[src/rtl/miner_host_link.sv]
// Host end of the miner UART link: sends 80-byte jobs MSB byte first
// and reassembles 8-byte nonces returned by the miner.
module miner_host_link #(
   parameter int JOB_BYTES   = 80,
   parameter int NONCE_BYTES = 8,
   parameter int RX_TIMEOUT  = 20000
) (
   input  logic                     clk,
   input  logic                     rst,
   input  logic [JOB_BYTES*8-1:0]   job,
   input  logic                     start,
   output logic                     busy,
   output logic                     done,
   output logic                     transmit,
   output logic [7:0]               tx_byte,
   input  logic                     tx_active,
   input  logic                     received,
   input  logic [7:0]               rx_byte,
   input  logic                     recv_error,
   output logic [NONCE_BYTES*8-1:0] nonce,
   output logic                     nonce_valid,
   output logic [15:0]              nonce_count,
   output logic [7:0]               drop_count
);

   localparam int NW = NONCE_BYTES * 8;
   localparam int IW = $clog2(JOB_BYTES);
   localparam int RW = $clog2(NONCE_BYTES);
   localparam int GW = $clog2(RX_TIMEOUT + 1);

   typedef enum logic [1:0] {
      T_IDLE,
      T_ISSUE,
      T_WAIT_HI,
      T_WAIT_LO
   } tstate_t;

   tstate_t                   r_tstate;
   logic [JOB_BYTES-1:0][7:0] r_hold;
   logic [IW-1:0]             r_idx;
   logic [IW-1:0]             w_sel;

   // Byte k of the job sits in the packed slot JOB_BYTES-1-k.
   assign w_sel = IW'(JOB_BYTES - 1) - r_idx;

   always_ff @(posedge clk or posedge rst) begin
      if (rst) begin
         r_tstate <= T_IDLE;
         r_hold   <= '0;
         r_idx    <= '0;
         busy     <= 1'b0;
         done     <= 1'b0;
         transmit <= 1'b0;
         tx_byte  <= 8'h00;
      end else begin
         done     <= 1'b0;
         transmit <= 1'b0;
         unique case (r_tstate)
            T_IDLE: begin
               if (start && !done) begin
                  r_hold   <= job;
                  r_idx    <= '0;
                  busy     <= 1'b1;
                  r_tstate <= T_ISSUE;
               end
            end
            T_ISSUE: begin
               tx_byte  <= r_hold[w_sel];
               transmit <= 1'b1;
               r_tstate <= T_WAIT_HI;
            end
            T_WAIT_HI: begin
               if (tx_active) begin
                  r_tstate <= T_WAIT_LO;
               end
            end
            T_WAIT_LO: begin
               if (!tx_active) begin
                  if (r_idx == IW'(JOB_BYTES - 1)) begin
                     busy     <= 1'b0;
                     done     <= 1'b1;
                     r_tstate <= T_IDLE;
                  end else begin
                     r_idx    <= r_idx + 1'b1;
                     r_tstate <= T_ISSUE;
                  end
               end
            end
            default: r_tstate <= T_IDLE;
         endcase
      end
   end

   logic [RW-1:0] r_ridx;
   logic [NW-1:0] r_sr;
   logic [GW-1:0] r_gap;
   logic [NW-1:0] w_sr_next;
   logic [7:0]    w_drop_next;
   logic          w_mid_frame;

   assign w_sr_next   = {r_sr[NW-9:0], rx_byte};
   assign w_drop_next = (drop_count == 8'hFF) ? 8'hFF : drop_count + 8'd1;
   assign w_mid_frame = (r_ridx != '0);

   // Error beats a byte in the same cycle; a byte beats the timeout.
   always_ff @(posedge clk or posedge rst) begin
      if (rst) begin
         r_ridx      <= '0;
         r_sr        <= '0;
         r_gap       <= '0;
         nonce       <= '0;
         nonce_valid <= 1'b0;
         nonce_count <= 16'h0000;
         drop_count  <= 8'h00;
      end else begin
         nonce_valid <= 1'b0;
         if (recv_error) begin
            r_gap <= '0;
            if (w_mid_frame) begin
               r_ridx     <= '0;
               drop_count <= w_drop_next;
            end
         end else if (received) begin
            r_sr  <= w_sr_next;
            r_gap <= '0;
            if (r_ridx == RW'(NONCE_BYTES - 1)) begin
               nonce       <= w_sr_next;
               nonce_valid <= 1'b1;
               nonce_count <= nonce_count + 16'd1;
               r_ridx      <= '0;
            end else begin
               r_ridx <= r_ridx + 1'b1;
            end
         end else if (w_mid_frame) begin
            if (r_gap == GW'(RX_TIMEOUT - 1)) begin
               r_ridx     <= '0;
               r_gap      <= '0;
               drop_count <= w_drop_next;
            end else begin
               r_gap <= r_gap + 1'b1;
            end
         end
      end
   end

endmodule

[config.mk]
export PLATFORM = sky130hd
export DESIGN_NAME = miner_host_link
export DESIGN_NICKNAME = d
export VERILOG_FILES = /design/src/rtl/miner_host_link.sv
export SDC_FILE = /design/constraint.sdc
export NUM_CORES = 2
export LEC_CHECK = 0
export CORE_ASPECT_RATIO = 0.8
export CORE_MARGIN = 4
export CORE_UTILIZATION = 40
export CTS_CLUSTER_SIZE = 16
export DETAILED_ROUTE_END_ITERATION = 8
export SETUP_SLACK_MARGIN = 0.4
export SLEW_MARGIN = 40
export SYNTH_ARGS = -nofsm -noshare
export SYNTH_HDL_FRONTEND = slang
export SYNTH_SLANG_ARGS = --single-unit
[constraint.sdc]
create_clock -name clk -period 40.5 [get_ports clk]
set_input_delay 8.1 -clock clk [delete_from_list [all_inputs] [get_ports clk]]
set_output_delay 8.1 -clock clk [all_outputs]
set_load 0.02 [all_outputs]
==> results.md <==
* Outcome: finished, final reports clean
* FMAX at 83.6 MHz
* Worst Path Class, Setup: input pin to async pin
* Seq cells post-synth at 823
* Worst path top cell family by delay: buffers and inverters
* Maximum VDD drop at 0.0364 mV
* TritonCTS clock tree: done
* Post-synth ARST share at 1.00
* Clk sink count at 823
* Number of routed nets with antenna violations at 0
* Layout cells sized above 1 at 0.0784
* Filler cells at 8198
* Vias in the first global route at 29800
* Dominant cells by area after synthesis: dfrtp_1 56%, nand2_1 24%, mux4_2 9.3%
* Leakage at 23.5 nW
* Die ar. at 0.0962 mm^2
* # setup viols final at 0
* Hold Crit Class: register to register
* Unrepaired setup endpoints after global routing: false
* Yosys cell types at 60
* Total number of vias at 29600
* Die Wd at 346 um
* Top cells by count, synth: 2325 x nand2_1, 823 x dfrtp_1, 188 x clkbuf_1, 150 x mux4_2, 49 x nor2_1
* Hold path cells at 2
* Die height at 278 um
* GRT overflow at 0
* Clk root buf: clkbuf_16
* Area of the mapped netlist at 0.0365 mm^2
* Post-synth top area cell: dfrtp_1
* DRT Wirelength at 127 mm
* R2R depth at 9
* Worst Tran Pin Value at 872 ps
* Num CTS Buffers at 86
* Most frequent CP cell: buf_6
* Post-synth EDFFs at 0
* Synth warnings at 0
* Cell count after synthesis at 3930
* CTS HTree Levels at 3
* First-pass GRT wire length at 189 mm
* Worst-path fanout max at 114
* Post-synthesis sequential area ratio at 0.564
* Crit path DAT at 12650 ps
* Port bufs at 753
* PostCTS Resize Cnt at 0
* RR Startpoint: r_tstate[0]
* Final #Nets at 5245
* Synthesis-to-layout area growth at 32.1%
* First-pass detailed-route iteration total at 5
* Post-Syn Nets at 4597
* Core area at 0.0900 mm^2
* Initial DRC Count at 2363
* Pwr/cell area at 67.6 mW/mm^2
* Via density at 5.04
* CTS clk-pin slew, worst paths at 60 ps
* Clock period minus worst slack at 11970 ps
* Worst-Skew Late Latency at 630 ps
* Most numerous cell in the Yosys netlist: nand2_1
* Worst path cell trace: clkdlybuf4s50_1, clkinv_8, buf_12, buf_16, buf_6, buf_6, buf_4, buf_6
* DRC Markers at 0
* Critical path's largest stage delay at 730 ps
* Starting Density at 0.406
* Initial antenna violation count at 63
* Worst Hold Launch: r_hold[363]
* Hold_buf cts at 0
* Mean Syn Cell Area at 9.29 um^2
* Rel. slew slack at 0.419
* Final GP Congestion at 0.827
* Crit path launch type: input pin
* Routed len/inst at 21.6 um
* Max cap viols at 0
* Most used DFF post-synth: dfrtp_1
* Final HPWL DP at 90.1 mm
* RR Endpoint: r_hold[100]
* Tcrit/Tclk final at 0.296
* Number of I/O pins at 754
* Top cell type's share of synthesized area at 0.564
* Final hold viol count at 0
* Largest net degree at the start of global routing at 149
* Crit path required time at 41180 ps
* Slowest CP cell: buf_4
* Postcts setup bufs at 0
* Critical Path End Type: async pin
* Max Buffers Root-to-Sink at 3
* Bufs and invs on worst path at 8
* R2R setup slack at 36440 ps
* Worst Hold Slack at 468 ps
* Max Clock Skew at 14.4 ps
* Final Slew Violations at 0
* Row count at 98
* TNS Setup at 0 ps
* GRT Overall Usage at 0.258
* Hold Path End: r_hold[363]
## how the worst max path moves through the flow
| stage | start | endpoint | slack, ps | depth (start not counted) |
|---|---|---|---|---|
| finish | rst | r_hold[281] | 28530 | 8 |
| global route | rst | r_hold[39] | 27830 | 8 |
| CTS | rst | r_hold[324] | 28150 | 8 |
| detailed placement | rst | r_hold[111] | 27470 | 8 |
| global placement | rst | r_hold[39] | 26670 | 7 |
| floorplan | rst | busy | 9280 | 1 |
## worst reg2reg max path: cells and delay by family, from the launching register on
kind	cells	cell delay, ps
adder cells (fa/ha/maj)	1	290
buffers and inverters	5	2390
flip-flops	1	380
AND/OR/NAND/NOR	3	940
## layer usage
layer / vias up / GRT usage / wire, um
met5: - / 0 / 368
met4: 56 / 0.0748 / 3000
met3: 203 / 0.0821 / 10100
met2: 845 / 0.412 / 60200
met1: 14600 / 0.339 / 53000
li1: 13900 / - / -
## flip-flops by register name, summed over array words and instances (netlist names), 2 cells and up
name and count:
r_idx 7, tx_byte 8, nonce 64, drop_count 8, r_gap 15, r_ridx 3, r_hold 640, r_sr 56
r_tstate 2, nonce_count 16
## layout make-up
type	count	area, um^2	share of cell area
diodes	37	92.6	0.00192
well taps	1200	1500	0.0311
inverters	19	83.8	0.00174
multi-input cells	2858	14900	0.310
clock buffers	125	2600	0.0539
repair buffers	790	8080	0.168
clock inverters	25	340	0.00705
flip-flops and latches	823	20600	0.427
## power breakdown
part	internal, W	leakage, nW	switching [W]	total [W]
clock	0.000490	1.45	0.000339	0.000829
sequential	0.00114	10.5	0.000192	0.00133
combinational	0.000491	11.5	0.000611	0.00110
total	0.00212	23.5	0.00114	0.00326
## cell usage in the layout, fill, tap and decap left out, types with 6 or more instances in the layout
cell type | synthesis | layout
clkdlybuf4s50_1 | 0 | 753
inv_1 | 16 | 14
a21oi_1 | 30 | 30
a22oi_1 | 27 | 27
buf_16 | 0 | 7
diode_2 | 0 | 37
o32ai_1 | 7 | 7
nor2_1 | 49 | 47
clkbuf_1 | 188 | 12
nand2_1 | 2325 | 2324
clkinv_2 | 0 | 9
nand3_1 | 19 | 19
clkbuf_8 | 0 | 24
and2_1 | 10 | 9
mux4_2 | 150 | 150
mux2i_1 | 45 | 45
clkbuf_16 | 0 | 89
nor3_1 | 8 | 8
o211ai_1 | 6 | 6
a221oi_1 | 11 | 11
bufinv_16 | 0 | 7
buf_12 | 0 | 7
mux2_2 | 14 | 14
buf_6 | 4 | 11
dfrtp_1 | 823 | 819
nor2b_1 | 16 | 14
ha_1 | 13 | 13
or3_1 | 8 | 8
nand4_1 | 12 | 12
buf_4 | 10 | 12
o21ai_0 | 14 | 14
xnor2_1 | 25 | 25
## metrics by stage
stage               utilization  instance area (um^2)  total power (W)  worst slack (ps)  cells
global placement          0.499                 44900          0.00241             26670   5682
finish                    0.536                 48200          0.00326             28530   5877
floorplan                     -                 36500          0.00204              9280   3930
CTS                       0.534                 48000          0.00328             28150   5836
detailed placement        0.501                 45100          0.00244             27470   5686
global route              0.536                 48200          0.00347             27830   5861
## cell families after synthesis
logic type | synth area share
xor gates and xnor gates | 0.00695
AOI/OAI and AO/OA | 0.0256
muxes | 0.109
DFF | 0.564
buffers and inverters | 0.0281
adders and majority gates | 0.00445
and+or+nand+nor | 0.262
(Power assumes the default switching activity.)
